File: src/rtl/div_issue_ctrl_if.sv
`default_nettype none
//==============================================================================
// Module   : div_issue_ctrl_if
// Brief    : EX-stage divide issue bundle between the pipeline, divider and the
//            div_issue_ctrl sequencer.
// Revision : 1.0  initial release
//==============================================================================
interface div_issue_ctrl_if;
    logic        ex_valid_i;
    logic [4:0]  ex_alucontrol_i;
    logic [31:0] ex_divisor_i;
    logic        flush_i;
    logic        mem_stall_i;
    logic        div_ready_i;
    logic [63:0] div_result_i;
    logic        div_start_o;
    logic        div_signed_o;
    logic        div_annul_o;
    logic        stall_o;
    logic        hilo_valid_o;
    logic [31:0] hi_o;
    logic [31:0] lo_o;
    logic        timeout_o;

    modport slave (
        input  ex_valid_i, ex_alucontrol_i, ex_divisor_i, flush_i, mem_stall_i,
        input  div_ready_i, div_result_i,
        output div_start_o, div_signed_o, div_annul_o, stall_o, hilo_valid_o,
        output hi_o, lo_o, timeout_o
    );

    modport master (
        output ex_valid_i, ex_alucontrol_i, ex_divisor_i, flush_i, mem_stall_i,
        output div_ready_i, div_result_i,
        input  div_start_o, div_signed_o, div_annul_o, stall_o, hilo_valid_o,
        input  hi_o, lo_o, timeout_o
    );
endinterface
`default_nettype wire

File: src/rtl/div_issue_ctrl.sv
`default_nettype none
//==============================================================================
// Module   : div_issue_ctrl
// Brief    : Issues DIV/DIVU to the multi-cycle divider, stalls the pipeline
//            until the result returns and holds HI/LO until MEM accepts it.
// Config   : DIV_ZERO_FAST_EN - divide-by-zero bypasses the divider.
// Revision : 1.0  initial release
//==============================================================================
module div_issue_ctrl #(
    parameter logic [4:0]  DIV_CODE   = 5'b11010,
    parameter logic [4:0]  DIVU_CODE  = 5'b11011,
    parameter int unsigned MAX_CYCLES = 40
) (
    input  logic            clk,
    input  logic            rst,
    div_issue_ctrl_if.slave bus
);

    localparam int unsigned c_cnt_w = (MAX_CYCLES < 2) ? 1 : $clog2(MAX_CYCLES);
    localparam logic [c_cnt_w-1:0] c_wdog_last =
        c_cnt_w'((MAX_CYCLES == 0) ? 0 : MAX_CYCLES - 1);

    typedef enum logic [1:0] {
        S_IDLE = 2'd0,
        S_RUN  = 2'd1,
        S_DONE = 2'd2
    } state_t;

    state_t              r_state;
    state_t              w_state_next;
    logic [c_cnt_w-1:0]  r_count;
    logic                r_signed;
    logic [31:0]         r_hi;
    logic [31:0]         r_lo;
    logic                r_timeout;

    logic                w_is_div;
    logic                w_fast_zero;
    logic                w_wdog;
    logic                w_stall;
    logic                w_annul;
    logic                w_load;
    logic [63:0]         w_res;
    logic                w_timeout_set;

    assign w_is_div = bus.ex_valid_i & ~bus.flush_i &
                      ((bus.ex_alucontrol_i == DIV_CODE) | (bus.ex_alucontrol_i == DIVU_CODE));

`ifdef DIV_ZERO_FAST_EN
    assign w_fast_zero = w_is_div & (bus.ex_divisor_i == 32'd0);
`else
    logic w_unused_divisor;
    assign w_unused_divisor = |bus.ex_divisor_i;
    assign w_fast_zero      = 1'b0;
`endif

    // r_count holds the number of RUN cycles already completed, so the
    // watchdog fires on the MAX_CYCLES-th RUN cycle.
    assign w_wdog = (MAX_CYCLES != 0) && (r_count == c_wdog_last);

    always_comb begin
        w_state_next  = r_state;
        w_stall       = 1'b0;
        w_annul       = 1'b0;
        w_load        = 1'b0;
        w_res         = 64'd0;
        w_timeout_set = 1'b0;
        case (r_state)
            S_IDLE: begin
                if (w_is_div) begin
                    w_stall = 1'b1;
                    if (w_fast_zero) begin
                        w_state_next = S_DONE;
                        w_load       = 1'b1;
                        w_res        = {32'd0, 32'hFFFF_FFFF};
                    end else begin
                        w_state_next = S_RUN;
                    end
                end
            end
            S_RUN: begin
                w_stall = 1'b1;
                if (bus.flush_i) begin
                    w_annul      = 1'b1;
                    w_state_next = S_IDLE;
                end else if (bus.div_ready_i) begin
                    w_load       = 1'b1;
                    w_res        = bus.div_result_i;
                    w_state_next = S_DONE;
                end else if (w_wdog) begin
                    w_annul       = 1'b1;
                    w_load        = 1'b1;
                    w_timeout_set = 1'b1;
                    w_state_next  = S_DONE;
                end
            end
            S_DONE: begin
                // Leaving DONE coincides with EX advancing, so the next IDLE
                // cycle always sees a new instruction and cannot re-issue.
                if (bus.flush_i || !bus.mem_stall_i) begin
                    w_state_next = S_IDLE;
                end
            end
            default: begin
                w_state_next = S_IDLE;
            end
        endcase
    end

    always_ff @(posedge clk) begin
        if (rst) begin
            r_state   <= S_IDLE;
            r_count   <= '0;
            r_signed  <= 1'b0;
            r_hi      <= 32'd0;
            r_lo      <= 32'd0;
            r_timeout <= 1'b0;
        end else begin
            r_state <= w_state_next;
            if (r_state == S_RUN) begin
                r_count <= r_count + c_cnt_w'(1);
            end else begin
                r_count <= '0;
            end
            if ((r_state == S_IDLE) && w_is_div) begin
                r_signed <= (bus.ex_alucontrol_i == DIV_CODE);
            end
            if (w_load) begin
                r_hi <= w_res[63:32];
                r_lo <= w_res[31:0];
            end
            if (w_timeout_set) begin
                r_timeout <= 1'b1;
            end
        end
    end

    assign bus.div_start_o  = (r_state == S_RUN);
    assign bus.div_signed_o = r_signed;
    assign bus.div_annul_o  = w_annul;
    assign bus.stall_o      = w_stall;
    assign bus.hilo_valid_o = (r_state == S_DONE);
    assign bus.hi_o         = r_hi;
    assign bus.lo_o         = r_lo;
    assign bus.timeout_o    = r_timeout;

endmodule
`default_nettype wire

File: src/flat_wrapper.sv
// flat-port wrapper written by rule: the top's interface ports become plain ports
module div_issue_ctrl_flat 
#(
    parameter logic [4:0]  DIV_CODE   = 5'b11010,
    parameter logic [4:0]  DIVU_CODE  = 5'b11011,
    parameter int unsigned MAX_CYCLES = 40
)
  (clk, rst, bus_ex_valid_i, bus_ex_alucontrol_i, bus_ex_divisor_i, bus_flush_i, bus_mem_stall_i, bus_div_ready_i, bus_div_result_i, bus_div_start_o, bus_div_signed_o, bus_div_annul_o, bus_stall_o, bus_hilo_valid_o, bus_hi_o, bus_lo_o, bus_timeout_o);
  div_issue_ctrl_if bus_i ();
  input  logic clk;
  input  logic rst;
  input wire logic [$bits(bus_i.ex_valid_i)-1:0] bus_ex_valid_i;
  input wire logic [$bits(bus_i.ex_alucontrol_i)-1:0] bus_ex_alucontrol_i;
  input wire logic [$bits(bus_i.ex_divisor_i)-1:0] bus_ex_divisor_i;
  input wire logic [$bits(bus_i.flush_i)-1:0] bus_flush_i;
  input wire logic [$bits(bus_i.mem_stall_i)-1:0] bus_mem_stall_i;
  input wire logic [$bits(bus_i.div_ready_i)-1:0] bus_div_ready_i;
  input wire logic [$bits(bus_i.div_result_i)-1:0] bus_div_result_i;
  output wire logic [$bits(bus_i.div_start_o)-1:0] bus_div_start_o;
  output wire logic [$bits(bus_i.div_signed_o)-1:0] bus_div_signed_o;
  output wire logic [$bits(bus_i.div_annul_o)-1:0] bus_div_annul_o;
  output wire logic [$bits(bus_i.stall_o)-1:0] bus_stall_o;
  output wire logic [$bits(bus_i.hilo_valid_o)-1:0] bus_hilo_valid_o;
  output wire logic [$bits(bus_i.hi_o)-1:0] bus_hi_o;
  output wire logic [$bits(bus_i.lo_o)-1:0] bus_lo_o;
  output wire logic [$bits(bus_i.timeout_o)-1:0] bus_timeout_o;
  assign bus_i.ex_valid_i = bus_ex_valid_i;
  assign bus_i.ex_alucontrol_i = bus_ex_alucontrol_i;
  assign bus_i.ex_divisor_i = bus_ex_divisor_i;
  assign bus_i.flush_i = bus_flush_i;
  assign bus_i.mem_stall_i = bus_mem_stall_i;
  assign bus_i.div_ready_i = bus_div_ready_i;
  assign bus_i.div_result_i = bus_div_result_i;
  assign bus_div_start_o = bus_i.div_start_o;
  assign bus_div_signed_o = bus_i.div_signed_o;
  assign bus_div_annul_o = bus_i.div_annul_o;
  assign bus_stall_o = bus_i.stall_o;
  assign bus_hilo_valid_o = bus_i.hilo_valid_o;
  assign bus_hi_o = bus_i.hi_o;
  assign bus_lo_o = bus_i.lo_o;
  assign bus_timeout_o = bus_i.timeout_o;
  div_issue_ctrl #(.DIV_CODE(DIV_CODE), .DIVU_CODE(DIVU_CODE), .MAX_CYCLES(MAX_CYCLES)) u_core (.clk(clk), .rst(rst), .bus(bus_i));
endmodule
File: config.mk
export PLATFORM = sky130hd
export DESIGN_NAME = div_issue_ctrl_flat
export DESIGN_NICKNAME = d
export VERILOG_FILES = /design/src/rtl/div_issue_ctrl_if.sv /design/src/rtl/div_issue_ctrl.sv /design/src/flat_wrapper.sv
export SDC_FILE = /design/constraint.sdc
export NUM_CORES = 1
export LEC_CHECK = 0
export CAP_MARGIN = 15
export CORE_MARGIN = 10
export CORE_UTILIZATION = 44
export DETAILED_ROUTE_END_ITERATION = 16
export PLACE_DENSITY_LB_ADDON = 0.25
export SYNTH_ARGS = -nofsm -noshare
export SYNTH_HDL_FRONTEND = slang
export SYNTH_SLANG_ARGS = --single-unit
File: constraint.sdc
create_clock -name clk -period 4.2 [get_ports clk]
set_input_delay 0.42 -clock clk [delete_from_list [all_inputs] [get_ports clk]]
set_output_delay 0.42 -clock clk [all_outputs]
set_load 0.01 [all_outputs]
### After elaboration in Yosys (flattened, before gate mapping)

Index checks and enable logic that the tools add are counted.
W data, S select, Z words.

* flip-flop bits (word level): 74
* output and inout port bits: 70
* word-level logic and storage cells: 46

* add/sub/neg operators: 1
* eq/ne operators: 8
* muxes and demuxes: 20
* bitwise gates (word level): 5
* reduce and logical (&&, ||, !) cells: 6

Operators with widths (count)
* $mux W64: 3
* $eq A5 B5 Y1 const B: 2
* $mux W1: 10
* $mux W2: 5
* $add A6 B1 Y6 const B: 1
* $eq A6 B6 Y1 const B: 1
* $pmux W2 S3: 1
* $ne A2 B1 Y1 const B: 2
* $ne A4 B3 Y1 const B: 1
* $reduce_and A3 Y1: 1
* $and A1 B1 Y1: 2
* $eq A2 B1 Y1 const B: 1
* $eq A2 B2 Y1 const B: 1
* $logic_not A2 Y1: 1
* $not A1 Y1: 2
* $pmux W1 S2: 1
* $reduce_or A2 Y1: 1
* $logic_and A1 B1 Y1: 1
* $logic_not A1 Y1: 1
* $logic_or A1 B1 Y1: 1
* $or A1 B1 Y1: 1

### Longest topological paths before layout

Gate-level depths: netlist of run 1.

* word-level depth: 5
* mapped depth: 6
* gate-level depth less buffers: 4

### Least setup slack after synthesis of run 1

Ideal clock, no wire load.

* path kind: register -> output
* from: register u_core.r_count[0]
* to: output port bus_div_annul_o
* arrival time: 1.139 ns
* data required time: 3.780 ns
* slack: 2.641 ns
* cell stages (with the launch flop): 6
* buffers on the path: 1
* cell sequence: dfxtp_1 > ha_1 > nand4b_1 > buf_2 > nor3_1 > o21a_1

* cells in the longest elaborated chain, start to end: 5

Ends and longest elaborated chain
* start, declared: RTL line div_issue_ctrl.sv:31 `logic [c_cnt_w-1:0] r_count;`
* start signal, assigned: RTL line div_issue_ctrl.sv:121 `r_count <= r_count + c_cnt_w'(1);`
* $eq A6 B6 Y1: RTL line div_issue_ctrl.sv:59 `assign w_wdog = (MAX_CYCLES != 0) && (r_count == c_wdog_last);`
* $mux W1: RTL line div_issue_ctrl.sv:90 `end else if (w_wdog) begin`
* $mux W1: RTL line div_issue_ctrl.sv:86 `end else if (bus.div_ready_i) begin`
* $mux W1: RTL line div_issue_ctrl.sv:83 `if (bus.flush_i) begin`
* $mux W1: RTL line div_issue_ctrl.sv:68 `case (r_state)`
* end, declared: RTL line flat_wrapper.sv:21 `output wire logic [$bits(bus_i.div_annul_o)-1:0] bus_div_annul_o;`

No other way between the ends.

### Worst setup path in the final report of run 1

* from: input port bus_flush_i
* to: output port bus_stall_o

* cells in the longest elaborated chain, start to end: 5

Ends and longest elaborated chain
* start, declared: RTL line flat_wrapper.sv:15 `input wire logic [$bits(bus_i.flush_i)-1:0] bus_flush_i;`
* $not A1 Y1: RTL line div_issue_ctrl.sv:46 `assign w_is_div = bus.ex_valid_i & ~bus.flush_i &`
* $and A1 B1 Y1 (2 in series): RTL line div_issue_ctrl.sv:46
* $mux W1: RTL line div_issue_ctrl.sv:70 `if (w_is_div) begin`
* $pmux W1 S2: RTL line div_issue_ctrl.sv:68
* end, declared: RTL line flat_wrapper.sv:22 `output wire logic [$bits(bus_i.stall_o)-1:0] bus_stall_o;`

No other way between the ends.

==> summary.md, run 1 <==
| Metric | Value |
|---|---|
| PD cells | between 200 and 300 mW/mm² |
| Asr flop ratio synth | 0 |
| Number of diodes | 0 |
| Largest net degree at the start of global routing | 70 |
| Die extent in y | between 100 and 150 µm |
| Post-CTS sizing | 0 |
| CP startpoint kind | input pin |
| Net load switching power | roughly 0.30 mW |
| HPWL after detailed placement | 7610 µm |
| RSZ-0062 raised after global routing | false |
| Register area | roughly 0.0015 mm² |
| Hold crit path type | flip-flop to flip-flop |
| WS Path Type | input pin to output port |
| Most common cell in the synthesized netlist | dfxtp_1 |
| Routed Antenna Nets | 0 |
| Leakage power | 1.64 nW |
| Worst slew pin tran | 808 ps |
| Synth Cell Area | approximately 0.0036 mm² |
| Clock Skew | a little over 8 ps |
| Clk pin slew, worst setup/hold paths | ~70 ps |
| TritonCTS clock tree | built |
| Tmin final | between 2000 and 3000 ps |
| Final Cycle Share | 0.615 |
| R2r startpoint | u_core.r_state[0] |
| Sequential Power Share | 0.529 |
| Reg2Reg Capture Point | u_core.bus.hi_o[30] |
| Iter 0 DRT Violations | between 100 and 150 |
| Crit path DAT | between 2000 and 2500 ps |
| # clock sinks | 74 |
| GRT Overall Usage | 0.183 |
| Warnings, synthesis | 0 |
| Yosys reg bits | 74 |
| CTS H-tree depth | 3 |
| Total number of vias | 3542 |
| Nets | ~640 |
| Vias in the first global route | between 3000 and 4000 |
| DRC | 0 |
| I/O pin count | roughly 180 |
| Vias/cell | 5.52 |
| Net Sw Frac | 0.223 |
| Clk_lat worst skew | between 300 and 400 ps |
| Required time of the critical path | around 3800 ps |
| Syn nets | 525 |
| Setup bufs post-CTS | 0 |
| Fillers | approximately 690 |
| First-pass GRT wire length | 17900 µm |
| Status | finished clean |
| Total grt overflow | 0 |
| Top cells by count, synth | dfxtp_1 (74), nor2b_1 (66), o21ai_0 (66) |
| Max-Slew Margin vs Limit | 0.461 |
| Final hold violations | 0 |
| Die width | roughly 110 µm |
| Dominant cell type by area after synthesis | dfxtp_1 |
| Clk network pwr share | 0.388 |
| Final hold slack | 461 ps |
| Sequential-to-total area share from yosys stat | 0.417 |
| Initial antenna violation count | 0 |
| Layout cells sized above 1 | 0.0667 |
| Die Area | roughly 0.012 mm² |
| IO Port Bufs | ~140 |
| Clk buf depth | 2 |
| Crit Path Max Fanout | 7 |
| CTS root buf | clkbuf_8 |
| Initial Utilization | 0.455 |
| Number of CTS-inserted buffers | 9 |
| Crit path capture type | output port |
| Number of flops mapped to enable cells by yosys | 0 |
| Pre-antenna DRT Iters | 5 |
| Top cell type's share of synthesized area | 0.417 |
| CTS Hold Bufs | 0 |
| Netlist cell types | 34 |
| Footprint of the multi-input gates | ~0.0018 mm² |
| R2r setup slk | roughly 2100 ps |
| Area growth from synthesis to layout | 44.5% |
| Synth top area cells | dfxtp_1 (42%), nor2b_1 (12%), a22oi_1 (11%) |
| Max-cap violations | 0 |
| Peak supply drop | ~0.15 mV |
| Hold Path End | u_core.r_count[0] |
| Peak Freq | roughly 390 MHz |
| Fin util | 0.658 |
| Final Setup Violations | 0 |
| WHS Path Cells | 1 |
| Final wirelength | 11400 µm |
| Wire length per cell after detailed routing | between 15 and 20 µm |
| # rows | 32 |
| Final Slew Violations | 0 |
| Reg2Reg Depth | 4 |
| Core ar. | 0.00781 mm² |
| GP Congestion | between 0.8 and 0.9 |
| Setup TNS | 0 ps |
| Cells after Synth | approximately 420 |
| Comb power frac | 0.082 |
| Hold Path Origin | u_core.r_count[0] |
| Mean post-synth cell area | 8.52 µm² |
| Main flop type after synthesis | dfxtp_1 |
| Internal Power | between 1 and 1.5 mW |
==> registers in the layout (all words and copies together), names as in the netlist <==
register                 count
u_core.bus.timeout_o         1
u_core.bus.lo_o             32
u_core.r_state               2
u_core.bus.hi_o             32
u_core.r_count               6
u_core.bus.div_signed_o      1
==> through the flow <==
| step | power (mW) | instances | setup slack [ps] | cell area [µm²] |
|---|---|---|---|---|
| detailed placement | 0.831 | 626 | 1490 | 4950 |
| finish | 1.33 | 642 | 1620 | 5130 |
| global route | 1.38 | 642 | 1480 | 5130 |
| floorplan | 0.747 | 417 | 2640 | 3550 |
| global placement | 0.830 | 626 | 1530 | 4950 |
| CTS | 1.34 | 642 | 1610 | 5130 |
==> area by class of cell <==
class / count / area share
clock buffers: 14 / 0.0336
clock inverters: 2 / 0.00195
inverters: 2 / 0.00146
multi-input cells: 298 / 0.359
flip-flops and latches: 74 / 0.289
well taps: 102 / 0.0249
repair buffers: 150 / 0.290
==> cells by family after synthesis <==
kind of cell / count (synthesis) / share of synthesized area
compound gates: 200 / 0.345
simple gates: 93 / 0.160
flops: 74 / 0.417
buf+inv: 45 / 0.0641
xor+xnor: 3 / 0.00740
mux: 1 / 0.00282
fa+ha+maj: 1 / 0.00352
==> worst max-delay path by stage <==
stage	startpoint	to	slack, ps	cells past startpoint
after CTS	bus_flush_i	bus_stall_o	1610	5
after global routing	bus_flush_i	bus_stall_o	1480	5
final	bus_flush_i	bus_stall_o	1620	5
after floorplan	u_core.r_count[0]	bus_div_annul_o	2640	5
after global placement	bus_flush_i	u_core.bus.hi_o[30]	1530	5
after detailed placement	bus_flush_i	u_core.bus.hi_o[30]	1490	5
==> placed cells by master (no fill, tap or decap), types with 2 or more instances in the layout <==
cell / synthesis / final
xor2_1: 2 / 2
clkdlybuf4s50_1: 0 / 142
inv_1: 2 / 2
dfxtp_1: 74 / 73
nor2_1: 10 / 10
a22oi_2: 10 / 10
clkinv_2: 0 / 2
nand3_1: 3 / 3
clkbuf_8: 0 / 12
nor2b_1: 66 / 66
a21oi_1: 65 / 65
a22oi_1: 54 / 54
buf_4: 1 / 5
o21ai_0: 66 / 66
buf_2: 8 / 2
clkbuf_1: 28 / 2
nand2b_1: 3 / 3
==> power by group through the flow <==
stage / clock [mW] / sequential, mW / combinational, mW
final: 0.517 / 0.705 / 0.110
after global routing: 0.560 / 0.705 / 0.117
after detailed placement: 0 / 0.721 / 0.110
after floorplan: 0 / 0.722 / 0.0252
after CTS: 0.527 / 0.705 / 0.111
after global placement: 0 / 0.721 / 0.108
==> per-layer routing <==
metal,GRT usage,routed length [µm]
met5,0,0
met4,0.0632,144
met3,0.0497,801
met2,0.306,5670
met1,0.220,4800
==> critical path: stages <==
cell	delay, ps
clkdlybuf4s50_1	540
nor4bb_1	420
a31oi_1	130
nor2_1	90
clkdlybuf4s50_1	560
Note: power is estimated with default switching activity, not from simulation.
==> run 2: changes to the inputs <==
--- a/config.mk
+++ b/config.mk
@@ -7,7 +7,7 @@
 export LEC_CHECK = 0
 export CAP_MARGIN = 15
 export CORE_MARGIN = 10
-export CORE_UTILIZATION = 44
+export CORE_UTILIZATION = 41
 export DETAILED_ROUTE_END_ITERATION = 16
 export PLACE_DENSITY_LB_ADDON = 0.25
 export SYNTH_ARGS = -nofsm -noshare
==> constraint.sdc (replaced) <==
create_clock -name clk -period 2.7 [get_ports clk]
set_input_delay 0.27 -clock clk [delete_from_list [all_inputs] [get_ports clk]]
set_output_delay 0.27 -clock clk [all_outputs]
set_load 0.01 [all_outputs]
==> run 2 against run 1 <==
Sequential power increased by 56%. Via count grew 0.23%. Global-route usage fell by 1.4 points. Clock skew is 2.4 ps higher. Register-to-register slack worse by 1200 ps. Combinational power increased by 56%. Cell area increased by 1.8%. Non-clock buffer count up 2. Critical path depth unchanged. Critical path type unchanged. Largest cell class unchanged.
==> summary.md, run 2 (synthesis results as in run 1) <==
| Metric | Value |
|---|---|
| Max-cap violations | 0 (unchanged) |
| Clk pin slew, worst setup/hold paths | 80 ps (was 70 ps) |
| Post-CTS sizing | 0 (unchanged) |
| Wire length per cell after detailed routing | 17.8 µm (about the same) |
| Setup TNS | 0 ps (unchanged) |
| Peak supply drop | 0.261 mV (was 0.150 mV) |
| Die width | 113 µm (was 110 µm) |
| Number of CTS-inserted buffers | 9 (unchanged) |
| Iter 0 DRT Violations | 186 (was 137) |
| Number of diodes | 0 (unchanged) |
| # rows | 33 (was 32) |
| Peak Freq | between 400 and 500 MHz |
| Leakage power | 1.67 nW (was 1.64 nW) |
| PD cells | 443 mW/mm² (was 259 mW/mm²) |
| Largest net degree at the start of global routing | 67 (was 70) |
| Tmin final | around 2300 ps |
| Initial Utilization | 0.426 (was 0.455) |
| # clock sinks | 74 (unchanged) |
| Crit path DAT | 2000 ps (was 2160 ps) |
| RSZ-0062 raised after global routing | false (unchanged) |
| Vias in the first global route | 3486 (was 3463) |
| Reg2Reg Depth | 5 (was 4) |
| Final Cycle Share | 0.841 |
| Crit Path Max Fanout | 2 (was 7) |
| Final Setup Violations | 0 (unchanged) |
| Total grt overflow | 0 (unchanged) |
| Routed Antenna Nets | 0 (unchanged) |
| Layout cells sized above 1 | 0.0738 (was 0.0667) |
| TritonCTS clock tree | built (unchanged) |
| Fin util | 0.626 (was 0.658) |
| Max-Slew Margin vs Limit | 0.607 (was 0.461) |
| Clock Skew | 10.4 ps (was 8.06 ps) |
| Crit path capture type | output port (unchanged) |
| CTS Hold Bufs | 0 (unchanged) |
| CTS H-tree depth | 3 (unchanged) |
| Clk_lat worst skew | 340 ps (about the same) |
| Hold crit path type | input pin to flip-flop (was flip-flop to flip-flop) |
| IO Port Bufs | 144 (unchanged) |
| Die Area | 0.0128 mm² (was 0.0121 mm²) |
| Setup bufs post-CTS | 0 (unchanged) |
| Clk buf depth | 2 (unchanged) |
| Fillers | 738 (was 688) |
| Final wirelength | 11500 µm (was 11400 µm) |
| Status | finished clean (unchanged) |
| Vias/cell | 5.49 (was 5.52) |
| CP startpoint kind | input pin (unchanged) |
| Initial antenna violation count | 0 (unchanged) |
| DRC | 0 (unchanged) |
| Total number of vias | 3550 (was 3542) |
| Final Slew Violations | 0 (unchanged) |
| WHS Path Cells | 2 (was 1) |
| Most common cell after layout, fill and taps aside | clkdlybuf4s50_1 (unchanged) |
| Final hold violations | 0 (unchanged) |
| First-pass GRT wire length | 18200 µm (was 17900 µm) |
| GRT Overall Usage | 0.169 (was 0.183) |
| CTS root buf | clkbuf_8 (unchanged) |
| Nets | 645 (was 643) |
| Required time of the critical path | 2430 ps (was 3780 ps) |
| GP Congestion | 0.719 (was 0.803) |
| Core ar. | 0.00834 mm² (was 0.00781 mm²) |
| Area growth from synthesis to layout | 47.0% (was 44.5%) |
| Pre-antenna DRT Iters | 5 (unchanged) |
| I/O pin count | 177 (unchanged) |
| WS Path Type | input pin to output port (unchanged) |
| Commonest cells after routing, fill and taps aside | clkdlybuf4s50_1 (142), dfxtp_1 (73), nor2b_1 (66), o21ai_0 (66), a21oi_1 (65) (unchanged) |
| Worst slew pin tran | 590 ps (was 808 ps) |
| Die extent in y | 113 µm (was 110 µm) |
| HPWL after detailed placement | 7550 µm (was 7610 µm) |
-- run 2: changes by cell type in the layout (fill, tap and decap cells not counted), sizes merged --
cell      change
bufinv        +3
buf           +2
clkinvlp      +3
clkinv        -1
clkbuf        -5
-- run 2: per-stage QoR --
step	worst slack, ps	instances	hold slack [ps]	instance area, µm²	power, mW
finish	430	647	419	5220	2.31
global route	341	647	430	5220	2.39
CTS	437	647	403	5220	2.33
detailed placement	437	631	441	4980	1.29
global placement	460	631	426	4980	1.29
floorplan	1290	417	353	3550	1.16
-- run 2: critical path, cell delays in order --
cell	delay, ps
clkdlybuf4s50_1	450
nor4bb_1	470
a31oi_1	150
nor2_1	100
clkdlybuf4s50_1	560
-- run 2: worst paths after layout --
check | startpoint | end | slack, ps
worst min register to register | u_core.r_count[0] | u_core.r_count[0] | 450
worst min-delay path | rst | u_core.bus.hi_o[16] | 420
worst max-delay path | bus_ex_alucontrol_i[3] | bus_stall_o | 430
worst max register to register | u_core.r_count[0] | u_core.r_state[1] | 830
-- run 2: area by class of cell --
cell class	instances	area, µm²	share of cell area
multi-input combinational	298	1840	0.353
timing repair buffer	152	1520	0.290
sequential	74	1480	0.284
tap	105	131	0.0251
clock buffer	9	124	0.0237
clock inverter	7	118	0.0225
inverter	2	7.51	0.00144
-- run 2: per-layer routing --
layer  routed length, µm  GRT usage  share of wire  up-vias
met5                   0          0              0        -
met4                 222     0.0584          0.019        0
met3                 793     0.0486          0.069       17
met2                5760      0.281           0.50      104
met1                4730      0.202           0.41     1683
li1                    -          -              -     1746
-- run 2: where the power goes --
group / total [mW] / internal, mW / switching (mW) / leakage, nW
Sequential: 1.10 / 1.09 / 0.00259 / 0.596
Clock: 1.04 / 0.612 / 0.431 / 0.111
Combinational: 0.172 / 0.108 / 0.0643 / 0.962
Total: 2.31 / 1.81 / 0.498 / 1.67
==> run 3: changes to the inputs <==
==> constraint.sdc (replaced) <==
create_clock -name clk -period 2.3 [get_ports clk]
set_input_delay 0.23 -clock clk [delete_from_list [all_inputs] [get_ports clk]]
set_output_delay 0.23 -clock clk [all_outputs]
set_load 0.01 [all_outputs]
==> run 3 against run 2 <==
Setup slack worse by 290 ps. Total power is 13% higher. First-iteration DRC count is 2.2% lower. Register-to-register slack worse by 450 ps. Die area stayed put. Core utilization is 0.090 points lower.
==> summary.md, run 3 (synthesis results as in run 1) <==
| Metric | Value |
|---|---|
| Status | finished clean (unchanged) |
| Wire length per cell after detailed routing | 17.7 µm (was 17.8 µm) |
| Clock Skew | 10.8 ps (was 10.4 ps) |
| Required time of the critical path | 2070 ps (was 2430 ps) |
| Routed Antenna Nets | 0 (unchanged) |
| Nets | 648 (was 645) |
| DP Cell Count | 634 (was 631) |
| Initial antenna violation count | 0 (unchanged) |
| Core ar. | 0.00834 mm² (unchanged) |
| Crit Path Max Fanout | 2 (unchanged) |
| GRT Overall Usage | 0.168 (was 0.169) |
| Vias in the first global route | 3409 (was 3486) |
| Die extent in y | 113 µm (unchanged) |
| CP startpoint kind | input pin (unchanged) |
| Final Cycle Share | 0.939 |
| Number of diodes | 0 (unchanged) |
| TritonCTS clock tree | built (unchanged) |
| WS Path Type | input pin to output port (unchanged) |
| Final hold violations | 0 (unchanged) |
| Clk pin slew, worst setup/hold paths | 80 ps (about the same) |
| Worst Setup Slack, final | 141 ps (was 430 ps) |
| DRC | 0 (unchanged) |
| # clock sinks | 74 (unchanged) |
| Finished Layout Cells | 650 (was 647) |
| Total number of vias | 3544 (was 3550) |
| Hold crit path type | input pin to flip-flop (unchanged) |
| Area growth from synthesis to layout | 46.8% (was 47.0%) |
| DP Worst Slack | 139 ps (was 437 ps) |
| Iter 0 DRT Violations | 182 (was 186) |
| Crit path DAT | 1930 ps (was 2000 ps) |
| CTS root buf | clkbuf_8 (unchanged) |
| Final wirelength | 11500 µm (about the same) |
| IO Port Bufs | 144 (unchanged) |
| Initial Utilization | 0.426 (unchanged) |
| PD cells | 502 mW/mm² (was 443 mW/mm²) |
| GP Congestion | 0.722 (was 0.719) |
| Final Slew Violations | 0 (unchanged) |
| # rows | 33 (unchanged) |
| Setup TNS | 0 ps (unchanged) |
| Max-cap violations | 0 (unchanged) |
| Post-CTS sizing | 0 (unchanged) |
| Clk_lat worst skew | 340 ps (about the same) |
| Fin util | 0.625 (was 0.626) |
| Pwr Total | 2.62 mW (was 2.31 mW) |
| Number of CTS-inserted buffers | 9 (unchanged) |
| Total grt overflow | 0 (unchanged) |
| Setup bufs post-CTS | 0 (unchanged) |
| Worst slew pin tran | 621 ps (was 590 ps) |
| CTS H-tree depth | 3 (unchanged) |
| Final Setup Violations | 0 (unchanged) |
| Largest net degree at the start of global routing | 70 (was 67) |
| Most common cell after layout, fill and taps aside | clkdlybuf4s50_1 (unchanged) |
| HPWL after detailed placement | 7710 µm (was 7550 µm) |
| I/O pin count | 177 (unchanged) |
| Leakage power | 1.68 nW (was 1.67 nW) |
| Tmin final | 2160 ps |
| Clk buf depth | 2 (unchanged) |
| Vias/cell | 5.45 (was 5.49) |
| Max-Slew Margin vs Limit | 0.586 (was 0.607) |
| Die Area | 0.0128 mm² (unchanged) |
| Commonest cells after routing, fill and taps aside | clkdlybuf4s50_1 (142), dfxtp_1 (73), nor2b_1 (66), o21ai_0 (66), a21oi_1 (65) (unchanged) |
| Layout cells sized above 1 | 0.0789 (was 0.0738) |
| Crit path capture type | output port (unchanged) |
| Peak supply drop | 0.353 mV (was 0.261 mV) |
| CTS Hold Bufs | 0 (unchanged) |
| First-pass GRT wire length | 18000 µm (was 18200 µm) |
| Peak Freq | 463 MHz |
| Pre-antenna DRT Iters | 4 (was 5) |
| Die width | 113 µm (unchanged) |
| Fillers | 739 (was 738) |
| RSZ-0062 raised after global routing | false (unchanged) |
[run 3: worst max-delay path: stages]
cell and delay [ps]:
clkdlybuf4s50_1 440, nor4bb_1 440, a31oi_1 140, nor2_1 100, clkdlybuf4s50_1 570
[run 3: per-layer routing]
layer | part of all wire | GRT usage | vias to the layer above
met5 | 0 | 0 | -
met4 | 0.013 | 0.0541 | 0
met3 | 0.060 | 0.0486 | 12
met2 | 0.51 | 0.286 | 86
met1 | 0.42 | 0.198 | 1694
li1 | - | - | 1752
[run 3: layout make-up]
| cell class | instances | area, µm² | area share |
|---|---|---|---|
| clock inverters | 5 | 77.6 | 0.0149 |
| flip-flops and latches | 74 | 1480 | 0.284 |
| repair buffers | 155 | 1530 | 0.293 |
| inverters | 2 | 7.51 | 0.00144 |
| well taps | 105 | 131 | 0.0252 |
| clock buffers | 11 | 141 | 0.0271 |
| multi-input cells | 298 | 1850 | 0.355 |
[run 3: final timing paths]
kind,slack [ps],cells after the start,end,startpoint
worst min register to register,460,1,u_core.r_count[0],u_core.r_count[0]
worst min-delay path,400,2,u_core.bus.hi_o[25],rst
worst max-delay path,140,5,bus_stall_o,bus_ex_alucontrol_i[3]
worst max register to register,380,6,u_core.r_state[0],u_core.r_count[0]
[run 3: stage by stage]
step	area [µm²]	hold slack (ps)
2_1_floorplan	3550	313
3_3_place_gp	4990	428
3_5_place_dp	4990	445
4_1_cts	5210	376
5_1_grt	5220	407
6_report	5220	403
[run 3: power breakdown]
group	internal, mW	switching (mW)	leakage, nW	total (mW)
clock network	0.638	0.489	0.109	1.13
registers	1.28	0.00306	0.596	1.29
logic	0.128	0.0752	0.972	0.203
